**src/rtl/nexys_starship_pkg.sv**
```systemverilog
// Shared definitions for the starship repair array: per-station state
// encodings and the constants of the shared random source.
package nexys_starship_pkg;

  // One-hot station states. Any other value is treated as corrupt and
  // steers the station back to ST_INIT on the next edge.
  typedef enum logic [2:0] {
    ST_INIT    = 3'b001,
    ST_WORKING = 3'b010,
    ST_REPAIR  = 3'b100
  } stn_state_e;

  // Galois LFSR, polynomial x^16 + x^14 + x^13 + x^11 + 1, right-shifting.
  localparam logic [15:0] LFSR_SEED = 16'hACE1;
  localparam logic [15:0] LFSR_TAPS = 16'hB400;

  // One right shift of the Galois register. The polynomial is maximal
  // length, so a non-zero seed can never reach the all-zero lockup state.
  function automatic logic [15:0] lfsr_next(input logic [15:0] cur);
    lfsr_next = {1'b0, cur[15:1]} ^ (cur[0] ? LFSR_TAPS : 16'h0000);
  endfunction

endpackage

```
**src/rtl/nexys_starship_repair_channel.sv**
```systemverilog
// One repairable station: INIT/WORKING/REPAIR FSM, repair timer, cooldown
// counter, repair-button edge detector and the captured combo.
module nexys_starship_repair_channel
  import nexys_starship_pkg::*;
#(
  parameter int COMBO_W  = 4,
  parameter int COOLDOWN = 64,
  parameter int TIMEOUT  = 1024
) (
  input  logic               clk,
  input  logic               rst_n,
  input  logic               play_flag,
  input  logic               game_over,
  input  logic               break_req,
  input  logic [COMBO_W-1:0] break_combo,
  input  logic [COMBO_W-1:0] hex_combo,
  input  logic               repair_btn,
  output logic               broken,
  output logic [COMBO_W-1:0] req_combo,
  output logic               st_init,
  output logic               st_working,
  output logic               st_repair,
  output logic               wrong_try,
  output logic               timeout_hit
);

  localparam int CD_W = (COOLDOWN > 0) ? $clog2(COOLDOWN + 1) : 1;
  localparam int TM_W = (TIMEOUT > 0) ? $clog2(TIMEOUT + 1) : 1;

  stn_state_e         state_q, state_d;
  logic               broken_q, broken_d;
  logic [COMBO_W-1:0] combo_q, combo_d;
  logic [CD_W-1:0]    cool_q, cool_d;
  logic [TM_W-1:0]    timer_q, timer_d;
  logic               btn_q, btn_d;
  logic               btn_rise;

  // Station register bank; reset aborts any repair in progress at once.
  always_ff @(posedge clk or negedge rst_n) begin
    if (!rst_n) begin
      state_q  <= ST_INIT;
      broken_q <= 1'b0;
      combo_q  <= '0;
      cool_q   <= '0;
      timer_q  <= '0;
      btn_q    <= 1'b0;
    end else begin
      state_q  <= state_d;
      broken_q <= broken_d;
      combo_q  <= combo_d;
      cool_q   <= cool_d;
      timer_q  <= timer_d;
      btn_q    <= btn_d;
    end
  end

  // Next-state logic; game_over wins over break and repair in the same cycle.
  always_comb begin
    state_d   = state_q;
    broken_d  = broken_q;
    combo_d   = combo_q;
    cool_d    = cool_q;
    timer_d   = timer_q;
    btn_d     = repair_btn;
    wrong_try = 1'b0;
    // Only a 0->1 transition is an attempt, so a held button tries once.
    btn_rise  = repair_btn && !btn_q;
    if (game_over) begin
      state_d  = ST_INIT;
      broken_d = 1'b0;
      cool_d   = '0;
      timer_d  = '0;
    end else begin
      case (state_q)
        ST_INIT: begin
          broken_d = 1'b0;
          cool_d   = '0;
          timer_d  = '0;
          if (play_flag) state_d = ST_WORKING;
        end
        ST_WORKING: begin
          timer_d = '0;
          if (break_req && (cool_q == '0)) begin
            state_d  = ST_REPAIR;
            broken_d = 1'b1;
            combo_d  = break_combo;
          end else if (cool_q != '0) begin
            cool_d = cool_q - 1'b1;
          end
        end
        ST_REPAIR: begin
          if (timer_q != TM_W'(TIMEOUT)) timer_d = timer_q + 1'b1;
          if (btn_rise) begin
            if (hex_combo == combo_q) begin
              state_d  = ST_WORKING;
              broken_d = 1'b0;
              cool_d   = CD_W'(COOLDOWN);
              timer_d  = '0;
            end else begin
              wrong_try = 1'b1;
            end
          end
        end
        default: begin
          state_d  = ST_INIT;
          broken_d = 1'b0;
          cool_d   = '0;
          timer_d  = '0;
        end
      endcase
    end
  end

  // The timer reaching its ceiling while still in REPAIR raises the alarm.
  assign timeout_hit = (state_d == ST_REPAIR) && (timer_d == TM_W'(TIMEOUT));

  assign broken     = broken_q;
  assign req_combo  = combo_q;
  assign st_init    = (state_q == ST_INIT);
  assign st_working = (state_q == ST_WORKING);
  assign st_repair  = (state_q == ST_REPAIR);

endmodule

```
**src/rtl/nexys_starship_repair_array.sv**
```systemverilog
// Starship repair array top: shared LFSR, single-candidate break selection,
// NUM_STN repair channels, and the merged wrong-combo / timeout indications.
module nexys_starship_repair_array
  import nexys_starship_pkg::*;
#(
  parameter int NUM_STN      = 4,
  parameter int COMBO_W      = 4,
  parameter int BREAK_THRESH = 25,
  parameter int COOLDOWN     = 64,
  parameter int TIMEOUT      = 1024
) (
  input  logic                       Clk,
  input  logic                       Reset,
  input  logic                       play_flag,
  input  logic                       game_over,
  input  logic [COMBO_W-1:0]         hex_combo,
  input  logic [NUM_STN-1:0]         repair_btn,
  output logic [NUM_STN-1:0]         broken,
  output logic [NUM_STN*COMBO_W-1:0] req_combo,
  output logic [NUM_STN-1:0]         q_Init,
  output logic [NUM_STN-1:0]         q_Working,
  output logic [NUM_STN-1:0]         q_Repair,
  output logic                       wrong_pulse,
  output logic                       timeout_flag
);

  localparam int          SEL_W    = (NUM_STN > 1) ? $clog2(NUM_STN) : 1;
  localparam logic [8:0]  THRESH_V = 9'(BREAK_THRESH);

  logic [15:0]        lfsr_q, lfsr_d;
  logic               wrong_pulse_q, wrong_pulse_d;
  logic               timeout_flag_q, timeout_flag_d;
  logic [SEL_W-1:0]   cand;
  logic               break_en;
  logic [NUM_STN-1:0] break_req;
  logic [NUM_STN-1:0] wrong_try;
  logic [NUM_STN-1:0] timeout_hit;

  // Shared random source and the merged status flags.
  always_ff @(posedge Clk or negedge Reset) begin
    if (!Reset) begin
      lfsr_q         <= LFSR_SEED;
      wrong_pulse_q  <= 1'b0;
      timeout_flag_q <= 1'b0;
    end else begin
      lfsr_q         <= lfsr_d;
      wrong_pulse_q  <= wrong_pulse_d;
      timeout_flag_q <= timeout_flag_d;
    end
  end

  // Pick at most one break candidate per cycle and merge channel events.
  always_comb begin
    lfsr_d    = lfsr_next(lfsr_q);
    cand      = (NUM_STN > 1) ? lfsr_q[8 +: SEL_W] : '0;
    break_en  = ({1'b0, lfsr_q[7:0]} < THRESH_V) && !game_over;
    break_req = '0;
    for (int i = 0; i < NUM_STN; i++) begin
      break_req[i] = break_en && (cand == SEL_W'(i));
    end
    wrong_pulse_d  = |wrong_try;
    timeout_flag_d = game_over ? 1'b0 : (timeout_flag_q | (|timeout_hit));
  end

  for (genvar g = 0; g < NUM_STN; g++) begin : g_stn
    nexys_starship_repair_channel #(
      .COMBO_W (COMBO_W),
      .COOLDOWN(COOLDOWN),
      .TIMEOUT (TIMEOUT)
    ) u_chan (
      .clk        (Clk),
      .rst_n      (Reset),
      .play_flag  (play_flag),
      .game_over  (game_over),
      .break_req  (break_req[g]),
      .break_combo(lfsr_q[15 -: COMBO_W]),
      .hex_combo  (hex_combo),
      .repair_btn (repair_btn[g]),
      .broken     (broken[g]),
      .req_combo  (req_combo[g*COMBO_W +: COMBO_W]),
      .st_init    (q_Init[g]),
      .st_working (q_Working[g]),
      .st_repair  (q_Repair[g]),
      .wrong_try  (wrong_try[g]),
      .timeout_hit(timeout_hit[g])
    );
  end

  assign wrong_pulse  = wrong_pulse_q;
  assign timeout_flag = timeout_flag_q;

endmodule

```
**config.mk**
```make
export PLATFORM = sky130hd
export DESIGN_NAME = nexys_starship_repair_array
export DESIGN_NICKNAME = d
export VERILOG_FILES = /design/src/rtl/nexys_starship_pkg.sv /design/src/rtl/nexys_starship_repair_channel.sv /design/src/rtl/nexys_starship_repair_array.sv
export SDC_FILE = /design/constraint.sdc
export NUM_CORES = 1
export LEC_CHECK = 0
export ABC_CLOCK_PERIOD_IN_PS = 3880
export CAP_MARGIN = 15
export CORE_ASPECT_RATIO = 0.8
export CORE_UTILIZATION = 64
export DETAILED_ROUTE_END_ITERATION = 6
export HOLD_SLACK_MARGIN = 0.12
export PLACE_DENSITY = 0.86
export SYNTH_ARGS = -nofsm -noshare
export SYNTH_HDL_FRONTEND = slang
export SYNTH_SLANG_ARGS = --single-unit
export TNS_END_PERCENT = 20
```
**constraint.sdc**
```tcl
create_clock -name Clk -period 3.88 [get_ports Clk]
set_input_delay 0.388 -clock Clk [delete_from_list [all_inputs] [get_ports Clk]]
set_output_delay 0.388 -clock Clk [all_outputs]
set_load 0.01 [all_outputs]
```
==> impl_metrics.yaml <==
logic_synthesis:
  synth_compound_gate_area_share_pct: 8.579
  synth-async-reset-ratio_pct: 100.0
  synth_top_family_by_area: "simple AND/OR/NAND/NOR gates"
  synth_edf_count: 0
  yosysSeqAreaShare_pct: 47.02
  ys_top_cells_by_area: "dfrtp_1 (42%), nor2_1 (6.0%), xor2_1 (5.1%)"
  synth_seq_cells: 126
  synthAdderAreaFrac_pct: 2.971
  ys.flop_type: "dfrtp_1"
  yosys.area_share.simple_pct: 23.01
  synth_top_area_share_pct: 42.34
  syn_inst: 708
  synth_common_cells: "dfrtp_1 (114), nor2_1 (107), xor2_1 (39)"
  netlist.top_cell.by_area: "dfrtp_1"
  syn_nets: 736
  yosysMostFrequentCell: "dfrtp_1"
  synth_xor_area_share_pct: 9.879
  synth_area_mm2: 0.006738
  avgSynthCellArea_um2: 9.517
  muxShareOfSynthArea_pct: 3.435
  yosysWarnings: 0
  ys_types: 60
global_route:
  antenna_found_initial: 0
  grt_max_degree: 47
  grt_pass1_vias: 5379
  grt_pass1_wl_um: 26580
  overflow: 0
  grt_usage_pct: 32.46
final_layout:
  fillers: 696
  nets: 767
  area_growth_pct: 15.95
  final_util_pct: 76.30
  n_antenna_cell: 0
  drive_gt1_share_pct: 9.587
  stdcell_area_mm2: 0.007812
timing:
  rsz0062_at_grt: "no"
  slew_viol_final: 0
  holdWs_ns: 0.3632
  slew-limit-headroom_pct: 44.49
  tightest_slew_ns: 0.8250
  fin_crit_sh_pct: 72.68
  hold_viol_final: 0
  clock.fmax_mhz: 354.6
  skew_ns: 0.008093
  setup_viol: 0
  finalCriticalPeriod_ns: 2.820
  final.setup.tns_ns: 0
run:
  cap_violations: 0
die:
  core_mm2: 0.01024
  die_h_um: 93.77
  die_w_um: 116.7
  fp.dieArea_mm2: 0.01094
  initial_core_util_pct: 65.80
  rows: 33
  ioPinCount: 46
setup_path:
  crit_type: "input pin to flop"
  critPathMaxFanout: 11
  crit_required_ns: 4.19
  reg2regPathDepth: 6
  crit_arrival_ns: 3.13
  start_kind: "input pin"
  critPathCaptureType: "flop"
power_and_ir_drop:
  power.density_mw_per_mm2: 404.5
  seq_power_share_pct: 42.4
  p_switching_mw: 0.7041
  ir_drop_uv: 402.0
  switching_share_pct: 22.28
  p_clk_share_pct: 53.3
  p_int_mw: 2.456
  finalPower_mw: 3.160
  p_comb_share_pct: 4.4
  leakagePower_nw: 3.520
detailed_routing:
  wl_met1_um: 6913
  drt_iter0_markers: 502
  route.met3.wl_um: 965
  ant_nets: 0
  routed-wl-met2_um: 7865
  routed.top_layer: "met4"
  first_pass_iters: 7
  wl_per_cell_um: 18.13
  num_vias: 5426
  totalWireLength_um: 16150
  drc_errors: 0
  viasPerCell: 6.090
place:
  placed_area_mm2: 0.007186
  hpwl_um: 10520
  port_buffers: 45
  place.gp.congestion: 0.8946
clock_network:
  cts.sinks: 126
  postCtsSetupBuffers: 0
  root_buffer: "clkbuf_16"
  cts_tree: "done"
  cts_max_path_buffers: 2
  clk-insertion-delay-late_ns: 0.42
  cts_resized: 0
  hold_buffers: 1
  cts.clk_slew.worst_paths_ns: 0.06
  h-tree-depth: 4
  numCtsBuffers: 17
hold_path:
  hold_path_depth: 0
  hold_class: "flop to flop"
run_status:
  outcome: "completed"
## per-stage QoR
step | cells | setup WS (ns)
global route | 891 | 0.8707
CTS | 891 | 1.083
finish | 891 | 1.060
detailed placement | 859 | 0.7044
floorplan | 708 | 1.546
global placement | 859 | 0.7705
## cells in the final DEF, fill, tap and decap left out, drive strengths merged, types with 3 or more instances in the layout
master | synthesis | routed
a211o | 3 | 3
a211oi | 3 | 3
a21oi | 22 | 22
a22oi | 3 | 3
a31oi | 7 | 7
and2 | 5 | 5
and3 | 8 | 8
and4 | 3 | 3
buf | 19 | 7
bufinv | 0 | 4
clkbuf | 21 | 17
clkdlybuf4s50 | 0 | 44
clkinv | 0 | 6
dfrtp | 114 | 114
dfstp | 12 | 12
ha | 16 | 16
inv | 33 | 36
mux2 | 17 | 17
mux2i | 4 | 4
nand2 | 37 | 37
nand2b | 18 | 18
nand3 | 29 | 29
nand3b | 4 | 4
nand4 | 19 | 19
nor2 | 107 | 107
nor2b | 6 | 6
nor3 | 27 | 27
nor3b | 10 | 10
nor4 | 5 | 5
nor4b | 8 | 8
o21ai | 26 | 26
o21bai | 4 | 4
o22ai | 5 | 5
or3 | 8 | 8
or4 | 3 | 3
xnor2 | 37 | 37
xor2 | 39 | 39
## power by group through the flow
stage	logic, mW	clock network, mW	registers (mW)
final	0.138	1.68	1.34
after global routing	0.153	1.75	1.34
after CTS	0.138	1.70	1.34
after detailed placement	0.133	0	1.36
after global placement	0.128	0	1.36
after floorplan	0.0700	0	1.36
## routing by layer
| metal | vias to the layer above | track usage [%] |
|---|---|---|
| met5 | - | 0 |
| met1 | 2672 | 41.76 |
| met3 | 42 | 7.419 |
| li1 | 2493 | - |
| met4 | 0 | 14.03 |
| met2 | 219 | 52.71 |
## worst max-delay path: stages
cell and delay [ns]:
clkdlybuf4s50_1 0.46, or4_1 0.61, or3b_4 0.44, nor4_4 0.47, o21ba_1 0.44, o21ai_1 0.12
a22o_1 0.20
## kinds of logic (layout without fill, tap and decap cells)
logic type	count (synthesis)	after routing
xor gates and xnor gates	76	76
adders and majority gates	16	16
AOI/OAI and AO/OA	92	92
and+or+nand+nor	304	304
buffers and inverters	73	116
muxes	21	21
DFF	126	126
## final cells by class
cell class                 instances  area, um2  share of cell area [%]
timing repair buffer              52      503.0                   6.438
inverter                          33      123.9                   1.586
multi-input combinational        509       3226                   41.29
clock buffer                      17      425.4                   5.445
tap                              140      175.2                   2.242
sequential                       126       3168                   40.55
clock inverter                    14      191.4                   2.450
## registers in the layout, indices dropped and copies added, names as in the netlist, 4 cells and up
| register | count |
|---|---|
| lfsr_q | 16 |
| g_stn.u_chan.btn_q | 4 |
| g_stn.u_chan.broken | 4 |
| g_stn.u_chan.req_combo | 16 |
| g_stn.u_chan.timer_q | 44 |
| g_stn.u_chan.cool_q | 28 |
| g_stn.u_chan.state_q | 12 |
## final timing paths
path	start	endpoint	slack, ns
worst min-delay path	lfsr_q[6]	lfsr_q[5]	0.36
worst min register to register	lfsr_q[6]	lfsr_q[5]	0.36
worst max-delay path	game_over	g_stn[2].u_chan.cool_q[5]	1.06
worst max register to register	g_stn[2].u_chan.cool_q[3]	g_stn[2].u_chan.cool_q[5]	1.11
max in group asynchronous	Reset	g_stn[3].u_chan.state_q[0]	2.45
min in group asynchronous	Reset	g_stn[3].u_chan.timer_q[3]	0.52
No activity file was read; power rests on OpenSTA's default activity.
